### src/rtl/timer_array.sv
// Multi-channel interval timer with an Avalon-MM register slave.
// Each channel is a prescaled down-counter with one-shot/periodic reload and a level irq.

module timer_chan #(
  parameter int COUNT_WIDTH    = 32,
  parameter int PRESCALE_WIDTH = 8
) (
  input  logic              clk,
  input  logic              rst_n,
  input  logic              wr_ctrl,
  input  logic              wr_period,
  input  logic              wr_status,
  input  logic [31:0]       wdata,
  input  logic [3:0]        be,
  output logic [3:0][31:0]  rd_word,
  output logic              irq
);

  localparam int CW = COUNT_WIDTH;
  localparam int PW = PRESCALE_WIDTH;

  logic          run, cont, ito, to;
  logic [PW-1:0] prescale, presc;
  logic [CW-1:0] period, count;
  logic [31:0]   ctrl_word, period_word, ctrl_new, period_new;
  logic          start_wr, start_val, tick, expire, to_clr;
  logic          unused_bits;

  function automatic logic [31:0] merge(input logic [31:0] old, input logic [31:0] nw,
                                        input logic [3:0] lanes);
    logic [31:0] r;
    r = old;
    for (int b = 0; b < 4; b++)
      if (lanes[b]) r[b*8 +: 8] = nw[b*8 +: 8];
    return r;
  endfunction

  always_comb begin
    ctrl_word               = '0;
    ctrl_word[0]            = run;
    ctrl_word[1]            = cont;
    ctrl_word[2]            = ito;
    ctrl_word[8 +: PW]      = prescale;
    period_word             = '0;
    period_word[CW-1:0]     = period;
  end

  assign ctrl_new   = merge(ctrl_word, wdata, be);
  assign period_new = merge(period_word, wdata, be);
  assign start_wr   = wr_ctrl & be[0];
  assign start_val  = wdata[0];
  // A START write (either value) preempts the tick on that edge.
  assign tick       = run & ~start_wr & (presc == prescale);
  assign expire     = tick & (count == '0);
  assign to_clr     = wr_status & be[0] & wdata[0];

  always_ff @(posedge clk or negedge rst_n) begin
    if (!rst_n) begin
      run      <= 1'b0;
      cont     <= 1'b0;
      ito      <= 1'b0;
      to       <= 1'b0;
      prescale <= '0;
      presc    <= '0;
      period   <= '0;
      count    <= '0;
    end else begin
      if (wr_ctrl) begin
        cont     <= ctrl_new[1];
        ito      <= ctrl_new[2];
        prescale <= ctrl_new[8 +: PW];
      end
      if (wr_period) period <= period_new[CW-1:0];
      // Expiry beats a same-edge clear.
      to <= expire | (to & ~to_clr);
      if (start_wr) begin
        run <= start_val;
        if (start_val) begin
          count <= period;
          presc <= '0;
        end
      end else if (run) begin
        if (presc == prescale) begin
          presc <= '0;
          if (count != '0) begin
            count <= count - CW'(1);
          end else begin
            count <= cont ? period : '0;
            run   <= cont;
          end
        end else begin
          presc <= presc + PW'(1);
        end
      end
    end
  end

  assign rd_word[0] = ctrl_word;
  assign rd_word[1] = period_word;
  assign rd_word[2] = 32'(count);
  assign rd_word[3] = {30'b0, run, to};
  assign irq        = to & ito;

  assign unused_bits = ^{ctrl_new, period_new};

endmodule

module timer_array #(
  parameter int NUM_TIMERS     = 4,
  parameter int COUNT_WIDTH    = 32,
  parameter int PRESCALE_WIDTH = 8
) (
  input  logic                  pheriphal_clk_clk,
  input  logic                  pheriphal_reset_reset_n,
  input  logic [5:0]            mapped_slave_address,
  input  logic [31:0]           mapped_slave_writedata,
  input  logic [3:0]            mapped_slave_byteenable,
  input  logic                  mapped_slave_write,
  input  logic                  mapped_slave_read,
  output logic [31:0]           mapped_slave_readdata,
  output logic                  mapped_slave_readdatavalid,
  output logic                  mapped_slave_waitrequest,
  output logic [NUM_TIMERS-1:0] timer_irq
);

  logic [3:0]                       ch;
  logic [1:0]                       rsel;
  logic [NUM_TIMERS-1:0][3:0][31:0] rd_words;
  logic [31:0]                      rd_mux;

  assign ch   = mapped_slave_address[5:2];
  assign rsel = mapped_slave_address[1:0];

  for (genvar c = 0; c < NUM_TIMERS; c++) begin : g_chan
    logic hit;
    assign hit = mapped_slave_write & (ch == 4'(c));

    timer_chan #(
      .COUNT_WIDTH    (COUNT_WIDTH),
      .PRESCALE_WIDTH (PRESCALE_WIDTH)
    ) u_chan (
      .clk       (pheriphal_clk_clk),
      .rst_n     (pheriphal_reset_reset_n),
      .wr_ctrl   (hit & (rsel == 2'd0)),
      .wr_period (hit & (rsel == 2'd1)),
      .wr_status (hit & (rsel == 2'd3)),
      .wdata     (mapped_slave_writedata),
      .be        (mapped_slave_byteenable),
      .rd_word   (rd_words[c]),
      .irq       (timer_irq[c])
    );
  end

  // Unpopulated channels fall through to zero.
  always_comb begin
    rd_mux = '0;
    for (int c = 0; c < NUM_TIMERS; c++)
      if (ch == 4'(c)) rd_mux = rd_words[c][rsel];
  end

  always_ff @(posedge pheriphal_clk_clk or negedge pheriphal_reset_reset_n) begin
    if (!pheriphal_reset_reset_n) begin
      mapped_slave_readdata      <= '0;
      mapped_slave_readdatavalid <= 1'b0;
    end else begin
      mapped_slave_readdatavalid <= mapped_slave_read;
      mapped_slave_readdata      <= mapped_slave_read ? rd_mux : '0;
    end
  end

  assign mapped_slave_waitrequest = 1'b0;

endmodule

### config.mk
export PLATFORM = sky130hd
export DESIGN_NAME = timer_array
export DESIGN_NICKNAME = d
export VERILOG_FILES = /design/src/rtl/timer_array.sv
export SDC_FILE = /design/constraint.sdc
export NUM_CORES = 1
export LEC_CHECK = 0
export CAP_MARGIN = 25
export CORE_MARGIN = 5
export CORE_UTILIZATION = 45
export CTS_BUF_LIST = sky130_fd_sc_hd__clkbuf_8
export DETAILED_ROUTE_END_ITERATION = 10
export PLACE_DENSITY = 0.71
export SLEW_MARGIN = 5
export SYNTH_ARGS = -nofsm -noshare
export SYNTH_HDL_FRONTEND = slang
export SYNTH_SLANG_ARGS = --single-unit
export TNS_END_PERCENT = 20
### constraint.sdc
create_clock -name pheriphal_clk_clk -period 3.1 [get_ports pheriphal_clk_clk]
set_input_delay 0.62 -clock pheriphal_clk_clk [delete_from_list [all_inputs] [get_ports pheriphal_clk_clk]]
set_output_delay 0.62 -clock pheriphal_clk_clk [all_outputs]
set_load 0.01 [all_outputs]
Word level (Yosys, flattened, before mapping) --
Index checks and enable logic that the tools add are counted.
Storage, ports and cells: output and inout bits 38, input port bits 46, register bits after elaboration 369, word-level logic and storage cells 244
Operators by class: mux-type cells 66, equality and inequality tests 13, order comparisons 1, add/subtract/negate cells 8, reduce and logical (&&, ||, !) cells 50, bitwise operators 60
Operators by type and width (count):
- $mux 32 | 33
- $bmux 32 s2 | 4
- $logic_not 32->1 | 4
- $reduce_bool 32->1 | 4
- $sub 32x1->32 const B | 4
- $mux 8 | 13
- $reduce_and 2->1 | 28
- $and 1x1->1 | 48
- $add 8x1->8 const B | 4
- $eq 8x8->1 | 4
- $mux 1 | 16
- $reduce_bool 2->1 | 8
- $reduce_and 3->1 | 4
- $eq 4x2->1 const B | 2
- $ne 2x2->1 const B | 4
- $not 1->1 | 8
- $eq 4x1->1 const B | 1
- $logic_not 4->1 | 1
- $or 1x1->1 | 4
- $lt 2x3->1 const B | 1
- $eq 2x1->1 const B | 1
- $eq 2x2->1 const B | 1
- $logic_not 2->1 | 1

Longest topological paths before layout --
Gate-level depths: netlist (run 1).
word-level depth 9, gate-level depth with buffers 11

Hierarchy --
From an unflattened synthesis (run 1), not the netlist that was laid out.
Second synthesis, totals: cell total of the unflattened synthesis 2188, area total of the unflattened synthesis 23964.2 sq um
Modules (own cells, without submodules):
- timer_chan | sequential area each 2102.0 sq um, instances 4, cells each 461, area each 4762.1 sq um
- timer_array | sequential area each 825.8 sq um, instances 1, cells each 344, area each 4916.0 sq um

Worst setup path after synthesis (run 1) --
No wires, ideal clock.
path type input-to-reg, start input port mapped_slave_address[5], end register g_chan[2].u_chan.count[27], slack 280 ps, buffers on the path 3, stages 9, data arrival time 2694 ps, cell sequence clkbuf_1 > or4b_2 > o21ai_0 > o31a_1 > or3_1 > buf_4 > buf_6 > nor3_1 > a221o_1
On the way: cells in the longest elaborated chain, start to end 6
RTL lines:
- from (decl) | line 115 | input logic [5:0] mapped_slave_address,
- $eq 4x2->1 (*) | line 136 | assign hit = mapped_slave_write & (ch == 4'(c));
- $and 1x1->1 (*) | line 136
- $and 1x1->1 (*) | line 144 | .wr_ctrl (hit & (rsel == 2'd0)),
- $and 1x1->1 (*) | line 50 | assign start_wr = wr_ctrl & be[0];
- $ne 2x2->1 (no line) or $reduce_bool 2->1 (tied branches)
- $reduce_and 3->1 (no line)
- to (signal assigned) | line 79 | count <= period;
- to (signal assigned) | line 86 | count <= count - CW'(1);
- to (signal assigned) | line 88 | count <= cont ? period : '0;
- to (decl) | line 24 | logic [CW-1:0] period, count;
Every way passes the cells marked *; elsewhere a longest branch is shown, timed or not. A chain may end at the register's enable or synchronous reset.

Worst setup path after layout (run 1) --
start register g_chan[2].u_chan.count[14], end register g_chan[2].u_chan.count[16]
On the way: cells in the longest elaborated chain, start to end 5
RTL lines:
- $sub 32x1->32 or $reduce_bool 32->1 (tied branches) | line 86, 85
- $mux 32 (*) | line 85 | if (count != '0) begin
- $mux 32 (*) | line 83 | if (presc == prescale) begin
- $mux 32 (*) | line 82 | end else if (run) begin
- $mux 32 (*) | line 76 | if (start_wr) begin
Every way passes the cells marked *; elsewhere a longest branch is shown, timed or not. The select of a mux whose other input is x is not followed.

==> metrics.cfg, run 1 <==
[outcome]
status=finished, final reports clean

[floorplan]
coreArea_mm2=0.0451
die_h_um=223
die_area_mm2=0.0496
start_util=0.452
io_pins=84
rows=78
dieWidth_um=223

[sta]
slew_viol_final=0
finalHoldViolCount=0
fin_crit_sh=0.952
fmax_ghz=0.339
holdWs_ns=0.500
worst_slew_pin_slew_ns=0.956
setup_viol=0
relSlewSlack=0.357
rsz0062_at_grt=no
fin_skew_ns=0.0293
period_minus_slack_ns=2.95

[min_path]
hp-start=g_chan[3].u_chan.ito
worstHoldEndpoint=g_chan[3].u_chan.ito
hp-class=reg2reg
min_path_cells=2

[layout]
nets=2300
multi_input_area_mm2=0.0104
syn_to_final_growth_pct=19.5
n_fill_cell=3957
finalCoreUtilization=0.540
seqCellArea_mm2=0.00923
drive_above_1_share=0.211

[setup_path]
rr_endpoint=g_chan[2].u_chan.count[16]
r2r_cells=6
cpMostUsedCell=or4_4
critical-path-top-delay-family=simple AND/OR/NAND/NOR gates
r2r_slack_ns=0.15
required_ns=3.60
path_cells=or4_4, or3_1, or4_4, a21oi_4, nand2_1, o311ai_0
startpoint=g_chan[2].u_chan.count[14]
r2r_start=g_chan[2].u_chan.count[14]
path_class=reg2reg
crit_fanout=23
cpMaxStageDelayCell=or4_4
crit_path_max_incr_delay_ns=0.61
crit_path_end_kind=register
crit_buf_inv=0
arrival_ns=3.45
cp-start-kind=register

[power_and_ir_drop]
netSwitchingFraction=0.311
p_sw_mw=3.95
power.leakage_nw=10.5
ir_drop_uv=268
clockPowerShare=0.371
p_per_area_mw_per_mm2=522
p_seq_frac=0.454
p_comb_frac=0.175
p_int_mw=8.75

[placed_design]
dp_hpwl_um=52200
place_congestion=1.04
portBuffers=82

[global_route]
gr-total-overflow=0
antenna_found_initial=4
grt_pass1_wl_um=109000
grt_max_degree=80
grt_pass1_vias=18100
track_usage=0.279

[logic_synthesis]
yosysSeqAreaShare=0.453
yosys_register_bits=369
synth_cell_types=80
yosysTopAreaCell=dfrtp_1
synth_fp_nets=2124
synth_edf_count=0
synth_top_area_frac=0.453
synthFlopType=dfrtp_1
avgSynthCellArea_um2=9.86
synth_area_leaders=dfrtp_1, mux2_2, o21ai_0
synthesis.area_mm2=0.0204
syn-instance-count=2066
yosysWarnings=0
synth-async-reset-ratio=1.00

[cts]
cts_root_buffer=clkbuf_8
clkTransAtPathRegs_ns=0.06
cts_tree=yes
max-clock-path-buffers=3
ctsResizeCount=0
insertion_delay_ns=0.64
ctsHtreeMaxLevel=3
cts.sinks=369
cts_buffers=68

[detailed_routing]
drtIter0Drc=2714
ant_nets=0
remaining_drc_errors=0
first_pass_iters=6
routed_via_density=6.54
wire_per_inst_um=24.7
vias=18900
wirelength_um=71300

[flow_run]
max-cap-violations=0

-- per-layer routing --
| metal | up-vias | wire (um) | share of wire | global-route usage |
|---|---|---|---|---|
| li1 | 8259 | - | - | - |
| met1 | 9297 | 28800 | 0.40 | 0.382 |
| met2 | 1125 | 31800 | 0.45 | 0.421 |
| met3 | 211 | 6600 | 0.092 | 0.0513 |
| met4 | 6 | 4130 | 0.058 | 0.152 |
| met5 | - | 34 | 0.00048 | 0 |
-- worst reg2reg max path: cells and delay by family, from the launching register on --
family / cells / cell delay [ns]
compound gates: 2 / 0.73
flops: 1 / 0.38
simple gates: 4 / 1.71
-- cells by family (layout without fill, tap and decap cells) --
kind of cell,count (synthesis),after routing,synth area share
buf+inv,174,398,0.0366
compound gates,593,593,0.197
mux,209,209,0.118
simple gates,670,670,0.172
fa+ha+maj,12,12,0.00737
flops,369,369,0.453
other cells,1,2,0.000184
xor+xnor,38,38,0.0163
-- timing repair --
action                    4_1_cts  5_1_grt
hold endpoints to repair       31        0
setup buffers                   0        0
hold buffers                    1        0
-- Yosys cell counts (13+ instances only) --
master	count
a211oi_1	20
a21oi_1	92
a221o_1	57
a221oi_1	25
a22oi_1	50
a31oi_1	26
and2_1	15
and3_1	25
buf_2	14
clkbuf_1	120
dfrtp_1	369
inv_1	23
mux2_2	166
mux2i_1	35
nand2_1	167
nand3_1	41
nand4_1	26
nor2_1	127
nor3_1	81
nor3b_1	26
nor4_1	50
o211ai_1	15
o21ai_0	168
o22ai_1	32
o311ai_0	19
or3_1	29
or4_1	16
xnor2_1	25
xor2_1	13
-- sequential cells by signal, indices dropped and copies added, names as in the netlist --
name                        count
g_chan.u_chan.cont              4
g_chan.u_chan.count           128
g_chan.u_chan.ito               4
g_chan.u_chan.period          128
g_chan.u_chan.presc            32
g_chan.u_chan.prescale         32
g_chan.u_chan.run               4
g_chan.u_chan.to                4
mapped_slave_readdata          32
mapped_slave_readdatavalid      1
-- how the worst max path moves through the flow --
stage	slack, ns	depth (start not counted)	end
2_1_floorplan	0.28	9	g_chan[2].u_chan.count[27]
3_3_place_gp	-0.24	7	g_chan[2].u_chan.count[4]
3_5_place_dp	-0.27	7	g_chan[2].u_chan.count[21]
4_1_cts	0.15	6	g_chan[2].u_chan.count[16]
5_1_grt	0.04	6	g_chan[2].u_chan.count[16]
6_report	0.15	6	g_chan[2].u_chan.count[16]
-- layout make-up --
type                    count  share of cell area
flip-flops and latches    369               0.379
multi-input cells        1523               0.429
clock inverters            29             0.00545
well taps                 600              0.0308
clock buffers              89              0.0503
repair buffers            257               0.101
diodes                      1            0.000103
inverters                  23             0.00355
-- cell usage in the layout (no fill, tap or decap), drive strengths merged, types with 26 or more instances in the layout --
cell type	instances
mux2i	35
nand2	168
a221o	57
or3	29
nor3b	26
clkbuf	89
nand4	26
mux2	166
nor4	53
a22oi	50
nand3	41
clkdlybuf4s50	78
nor2	127
a21oi	93
nor3	82
a31oi	26
dfrtp	369
inv	45
o22ai	32
o21ai	171
buf	178
-- per-stage QoR --
step           total power [mW]  area [um2]  TNS [ns]  setup WS [ns]  instances
2_1_floorplan              7.01       20400         0          0.280       2066
3_3_place_gp               7.90       23000     -4.09         -0.242       2771
3_5_place_dp               8.00       23000     -6.07         -0.274       2771
4_1_cts                    12.7       24300         0          0.151       2890
5_1_grt                    13.2       24300         0         0.0365       2891
6_report                   12.7       24300         0          0.148       2891
-- power by group through the flow --
stage / clock (mW) / combinational (mW) / sequential [mW]
floorplan: 0 / 1.42 / 5.59
global placement: 0 / 2.10 / 5.80
detailed placement: 0 / 2.17 / 5.82
CTS: 4.79 / 2.19 / 5.74
global route: 5.00 / 2.42 / 5.81
finish: 4.71 / 2.23 / 5.76
Note: power is estimated with default switching activity, not from simulation.
==> run 2: changes to the inputs <==
==> constraint.sdc (replaced) <==
create_clock -name pheriphal_clk_clk -period 2.85 [get_ports pheriphal_clk_clk]
set_input_delay 0.57 -clock pheriphal_clk_clk [delete_from_list [all_inputs] [get_ports pheriphal_clk_clk]]
set_output_delay 0.57 -clock pheriphal_clk_clk [all_outputs]
set_load 0.01 [all_outputs]
==> metrics.cfg, run 2 (synthesis results as in run 1) <==
[outcome]
status=finished, final reports clean  ; unchanged

[cts]
cts.sinks=369  ; unchanged
cts_tree=yes  ; unchanged
max-clock-path-buffers=3  ; unchanged
ctsHtreeMaxLevel=3  ; unchanged
clkTransAtPathRegs_ns=0.06  ; about the same
insertion_delay_ns=0.65  ; was 0.64 ns
cts_root_buffer=clkbuf_8  ; unchanged
cts_buffers=66  ; was 68

[sta]
fmax_ghz=0.359  ; was 0.339 GHz
setup_viol=0  ; unchanged
period_minus_slack_ns=2.79  ; was 2.95 ns
fin_skew_ns=0.0261  ; was 0.0293 ns
tns_ns=0  ; unchanged
relSlewSlack=0.524  ; was 0.357
rsz0062_at_grt=no  ; unchanged
fin_crit_sh=0.978  ; was 0.952
worst_slew_pin_slew_ns=0.707  ; was 0.956 ns
setup_ws_ns=0.0623  ; was 0.148 ns
slew_viol_final=0  ; unchanged
finalHoldViolCount=0  ; unchanged

[setup_path]
cpMaxStageDelayCell=nor4_1  ; was or4_4
path_class=reg2reg  ; unchanged
required_ns=3.37  ; was 3.60 ns
crit_path_end_kind=register  ; unchanged
crit_fanout=6  ; was 23
r2r_cells=8  ; was 6
crit_buf_inv=2  ; was 0
cp-start-kind=register  ; unchanged
crit_path_max_incr_delay_ns=0.67  ; was 0.61 ns
crit_cells=8  ; was 6
critical-path-top-delay-family=simple AND/OR/NAND/NOR gates  ; unchanged
r2r_start=g_chan[0].u_chan.count[14]  ; was g_chan[2].u_chan.count[14]
rr_endpoint=g_chan[0].u_chan.count[22]  ; was g_chan[2].u_chan.count[16]
arrival_ns=3.31  ; was 3.45 ns
r2r_slack_ns=0.06  ; was 0.15 ns
cpMostUsedCell=buf_4  ; was or4_4
path_cells=nor4_1, buf_4, and3_1, buf_4, a31oi_2, nand2_1, nor3_1, a221o_1  ; was or4_4, or3_1, or4_4, a21oi_4, nand2_1, o311ai_0

[detailed_routing]
first_pass_iters=6  ; unchanged
drtIter0Drc=2421  ; was 2714
wire_per_inst_um=24.9  ; was 24.7 um
routed_via_density=6.43  ; was 6.54
ant_nets=0  ; unchanged
remaining_drc_errors=0  ; unchanged
wirelength_um=73700  ; was 71300 um
vias=19000  ; was 18900

[placed_design]
dp_hpwl_um=55000  ; was 52200 um
portBuffers=82  ; unchanged
place_congestion=1.00  ; was 1.04
place_ws_ns=-0.288  ; was -0.274 ns
place_inst=2845  ; was 2771

[global_route]
grt_pass1_wl_um=112000  ; was 109000 um
grt_pass1_vias=18400  ; was 18100
gr-total-overflow=0  ; unchanged
grt_max_degree=71  ; was 80
antenna_found_initial=3  ; was 4
track_usage=0.289  ; was 0.279

[floorplan]
dieWidth_um=223  ; unchanged
rows=78  ; unchanged
io_pins=84  ; unchanged
die_h_um=223  ; unchanged
coreArea_mm2=0.0451  ; unchanged
start_util=0.452  ; unchanged
die_area_mm2=0.0496  ; unchanged

[layout]
final_cell_mix=dfrtp_1, buf_4, o21ai_0  ; was dfrtp_1, o21ai_0, nand2_1
nets=2375  ; was 2300
final_common_cell=dfrtp_1  ; unchanged
fin_cells=2959  ; was 2891
drive_above_1_share=0.237  ; was 0.211
reg_top3=g_chan.u_chan.count x128, g_chan.u_chan.period x128  ; unchanged
syn_to_final_growth_pct=22.0  ; was 19.5%
n_fill_cell=4007  ; was 3957

[power_and_ir_drop]
p_per_area_mw_per_mm2=562  ; was 522 mW/mm2
power.leakage_nw=10.8  ; was 10.5 nW
ir_drop_uv=321  ; was 268 uV

[min_path]
hp-class=reg2reg  ; unchanged
min_path_cells=2  ; unchanged
worstHoldEndpoint=g_chan[3].u_chan.ito  ; unchanged
hp-start=g_chan[3].u_chan.ito  ; unchanged

[flow_run]
max-cap-violations=0  ; unchanged

## run 2: cell count changes in the layout (fill, tap and decap cells not counted), moves of 2 or more
cell and change:
buf_4 +81, bufinv_16 +2, clkbuf_8 -5, clkinvlp_4 +2, buf_12 -5, inv_1 -7
## run 2: worst max path at each step
stage / start / end
floorplan: mapped_slave_address[5] / g_chan[2].u_chan.count[27]
global placement: mapped_slave_address[5] / g_chan[2].u_chan.count[29]
detailed placement: mapped_slave_address[3] / g_chan[2].u_chan.count[6]
CTS: g_chan[2].u_chan.count[14] / g_chan[2].u_chan.count[16]
global route: g_chan[3].u_chan.count[4] / g_chan[3].u_chan.count[29]
finish: g_chan[0].u_chan.count[14] / g_chan[0].u_chan.count[22]
## run 2: worst min-delay path: stages (launching register included)
cell     delay, ns
dfrtp_1       0.35
nand2_1       0.05
nand2_1       0.06
## run 2: cell type report
class                   instances  area [um2]  share of cell area
diodes                          1        2.50            0.000101
inverters                      23        86.3             0.00347
clock buffers                  84        1160              0.0465
clock inverters                25         176             0.00710
well taps                     600         751              0.0302
multi-input cells            1524       10500               0.421
flip-flops and latches        369        9230               0.372
repair buffers                333        2970               0.120
## run 2: per-stage QoR
step           cell area (um2)  hold WS [ns]  total power [mW]   util
2_1_floorplan            20400         0.274              7.63      -
3_3_place_gp             23500         0.468              8.75  0.520
3_5_place_dp             23500         0.480              8.83  0.520
4_1_cts                  24800         0.494              14.0  0.550
5_1_grt                  24800         0.526              14.5  0.551
6_report                 24800         0.491              14.0  0.551
## run 2: what timing repair did
action | in CTS | in global routing
setup endpoints to repair | 16 | 12
pin swaps | 1 | 1
hold endpoints to repair | 57 | 0
cloned | 1 | 0
buffers inserted | 0 | 2
hold buffers | 1 | 0
resized for setup | 1 | 2
## run 2: where the power goes
part / total, mW / internal [mW] / switching, mW / leakage, nW
Combinational: 2.58 / 1.15 / 1.42 / 5.20
Clock: 5.15 / 2.82 / 2.33 / 0.727
Sequential: 6.24 / 5.67 / 0.572 / 4.88
## run 2: metal layers
metal | GRT usage | vias to the layer above | wire length (um)
met4 | 0.160 | 6 | 4540
li1 | - | 8382 | -
met2 | 0.428 | 1077 | 32200
met3 | 0.0523 | 222 | 6690
met1 | 0.404 | 9342 | 30200
met5 | 0 | - | 34
==> run 3: changes to the inputs <==
--- a/config.mk
+++ b/config.mk
@@ -11,6 +11,7 @@
 export CTS_BUF_LIST = sky130_fd_sc_hd__clkbuf_8
 export DETAILED_ROUTE_END_ITERATION = 10
 export PLACE_DENSITY = 0.71
+export RECOVER_POWER = 100
 export SLEW_MARGIN = 5
 export SYNTH_ARGS = -nofsm -noshare
 export SYNTH_HDL_FRONTEND = slang
==> constraint.sdc (replaced) <==
create_clock -name pheriphal_clk_clk -period 2.7 [get_ports pheriphal_clk_clk]
set_input_delay 0.54 -clock pheriphal_clk_clk [delete_from_list [all_inputs] [get_ports pheriphal_clk_clk]]
set_output_delay 0.54 -clock pheriphal_clk_clk [all_outputs]
set_load 0.01 [all_outputs]
==> metrics.cfg, run 3 (synthesis results as in run 1) <==
[outcome]
status=finished with violations  ; was finished, final reports clean
violations=capacitance limit, slew limit

[detailed_routing]
remaining_drc_errors=0  ; unchanged
vias=19400  ; was 19000
first_pass_iters=6  ; unchanged
wire_per_inst_um=25.0  ; was 24.9 um
wirelength_um=75200  ; was 73700 um
routed_via_density=6.43  ; about the same
ant_nets=0  ; unchanged
drtIter0Drc=2313  ; was 2421

[sta]
setup_viol=0  ; unchanged
fmax_ghz=0.376  ; was 0.359 GHz
relSlewSlack=-0.127  ; was 0.524
slew_viol_final=86  ; was 0
period_minus_slack_ns=2.66  ; was 2.79 ns
worst_slew_pin_slew_ns=1.69  ; was 0.707 ns
setup_ws_ns=0.0401  ; was 0.0623 ns
fin_crit_sh=0.985  ; was 0.978
fin_skew_ns=0.0406  ; was 0.0261 ns
rsz0062_at_grt=yes  ; was no
finalHoldViolCount=0  ; unchanged

[global_route]
antenna_found_initial=3  ; unchanged
grt_pass1_wl_um=115000  ; was 112000 um
grt_max_degree=66  ; was 71
grt_pass1_vias=18900  ; was 18400
gr-total-overflow=0  ; unchanged
track_usage=0.295  ; was 0.289

[power_and_ir_drop]
p_int_mw=10.1  ; was 9.64 mW
finalPower_mw=14.7  ; was 14.0 mW
p_per_area_mw_per_mm2=590  ; was 562 mW/mm2
p_seq_frac=0.446  ; was 0.447
netSwitchingFraction=0.312  ; was 0.310
power.leakage_nw=11.0  ; was 10.8 nW
ir_drop_uv=314  ; was 321 uV
p_sw_mw=4.61  ; was 4.33 mW
p_comb_frac=0.196  ; was 0.184
clockPowerShare=0.358  ; was 0.369

[floorplan]
rows=78  ; unchanged
dieWidth_um=223  ; unchanged
die_h_um=223  ; unchanged
io_pins=84  ; unchanged
die_area_mm2=0.0496  ; unchanged
coreArea_mm2=0.0451  ; unchanged
start_util=0.452  ; unchanged

[cts]
cts_root_buffer=clkbuf_8  ; unchanged
cts.sinks=369  ; unchanged
max-clock-path-buffers=3  ; unchanged
clkTransAtPathRegs_ns=0.06  ; about the same
cts_buffers=67  ; was 66
cts_tree=yes  ; unchanged
insertion_delay_ns=0.64  ; was 0.65 ns
ctsHtreeMaxLevel=3  ; unchanged

[setup_path]
crit_buf_inv=1  ; was 2
cp-start-kind=register  ; unchanged
cpMaxStageDelayCell=or4_1  ; was nor4_1
critical-path-top-delay-family=simple AND/OR/NAND/NOR gates  ; unchanged
path_cells=or4_1, nor4_1, buf_4, and4_1, o211ai_1, o311ai_0, o311ai_0  ; was nor4_1, buf_4, and3_1, buf_4, a31oi_2, nand2_1, nor3_1, a221o_1
arrival_ns=3.11  ; was 3.31 ns
cpMostUsedCell=o311ai_0  ; was buf_4
crit_path_max_incr_delay_ns=0.59  ; was 0.67 ns
crit_fanout=5  ; was 6
path_class=reg2reg  ; unchanged
required_ns=3.15  ; was 3.37 ns
crit_path_end_kind=register  ; unchanged

[layout]
final_common_cell=dfrtp_1  ; unchanged
nets=2428  ; was 2375
diodes=0  ; was 1
reg_top3=g_chan.u_chan.count x128, g_chan.u_chan.period x128  ; unchanged
postLayoutCellArea_mm2=0.0250  ; was 0.0248 mm2
finalCoreUtilization=0.554  ; was 0.551
drive_above_1_share=0.239  ; was 0.237
syn_to_final_growth_pct=22.7  ; was 22.0%
final_cell_mix=dfrtp_1, buf_4, o21ai_0  ; unchanged

[placed_design]
place_congestion=1.00  ; about the same
dp_hpwl_um=55800  ; was 55000 um
place_ws_ns=-0.594  ; was -0.288 ns
placed_cell_area_mm2=0.0238  ; was 0.0235 mm2
portBuffers=82  ; unchanged

[min_path]
hp-class=in2reg  ; was reg2reg

[flow_run]
max-cap-violations=2  ; was 0

run 3: final cells by class:
class	count	area [um2]
clock inverters	30	155
multi-input cells	1524	10500
well taps	600	751
inverters	23	86.3
fillers	3990	20100
repair buffers	385	3140
clock buffers	83	1140
flip-flops and latches	369	9230
run 3: path summary, 6_finish.rpt:
path	from	end	slack, ns	cells past startpoint
min	mapped_slave_address[2]	g_chan[2].u_chan.to	0.48	4
max in group asynchronous	pheriphal_reset_reset_n	g_chan[1].u_chan.presc[5]	0.41	3
min reg2reg	g_chan[3].u_chan.ito	g_chan[3].u_chan.ito	0.50	2
max	g_chan[3].u_chan.count[22]	g_chan[3].u_chan.count[27]	0.04	7
min in group asynchronous	pheriphal_reset_reset_n	g_chan[3].u_chan.count[24]	0.89	2
max reg2reg	g_chan[3].u_chan.count[22]	g_chan[3].u_chan.count[27]	0.04	7
run 3: through the flow:
step	hold slack (ns)	TNS, ns	cells
finish	0.483	0	3014
floorplan	0.244	-0.0316	2066
global placement	0.469	-25.75	2894
global route	0.493	-0.125	3014
detailed placement	0.483	-36.09	2894
CTS	0.429	-0.00632	3012
run 3: tightest hold or removal path, cell delays in order:
cell     delay, ns
buf_2         0.16
or4b_2        0.19
o21ai_0       0.10
o21ai_0       0.09
run 3: metal layers:
metal  routed length (um)  share of wire  GRT usage  vias up
met5                  100         0.0013          0        -
met4                 4070          0.054      0.142        8
met3                 6720          0.089     0.0589      222
met2                33100           0.44      0.446     1060
met1                31200           0.42      0.410     9592
li1                     -              -          -     8505
run 3: what timing repair did:
item | CTS | global route
hold buffers | 1 | 0
setup endpoints to repair | 24 | 61
hold endpoints to repair | 49 | 0
gates cloned | 1 | 0
setup buffers | 3 | 2
pin swaps | 1 | 2
gates resized for setup | 2 | 15
run 3: power groups by stage:
stage / logic (mW) / registers, mW / clock network (mW)
finish: 2.89 / 6.57 / 5.28
floorplan: 1.64 / 6.42 / 0
CTS: 2.87 / 6.55 / 5.39
global route: 3.12 / 6.62 / 5.61
global placement: 2.77 / 6.62 / 0
detailed placement: 2.85 / 6.64 / 0
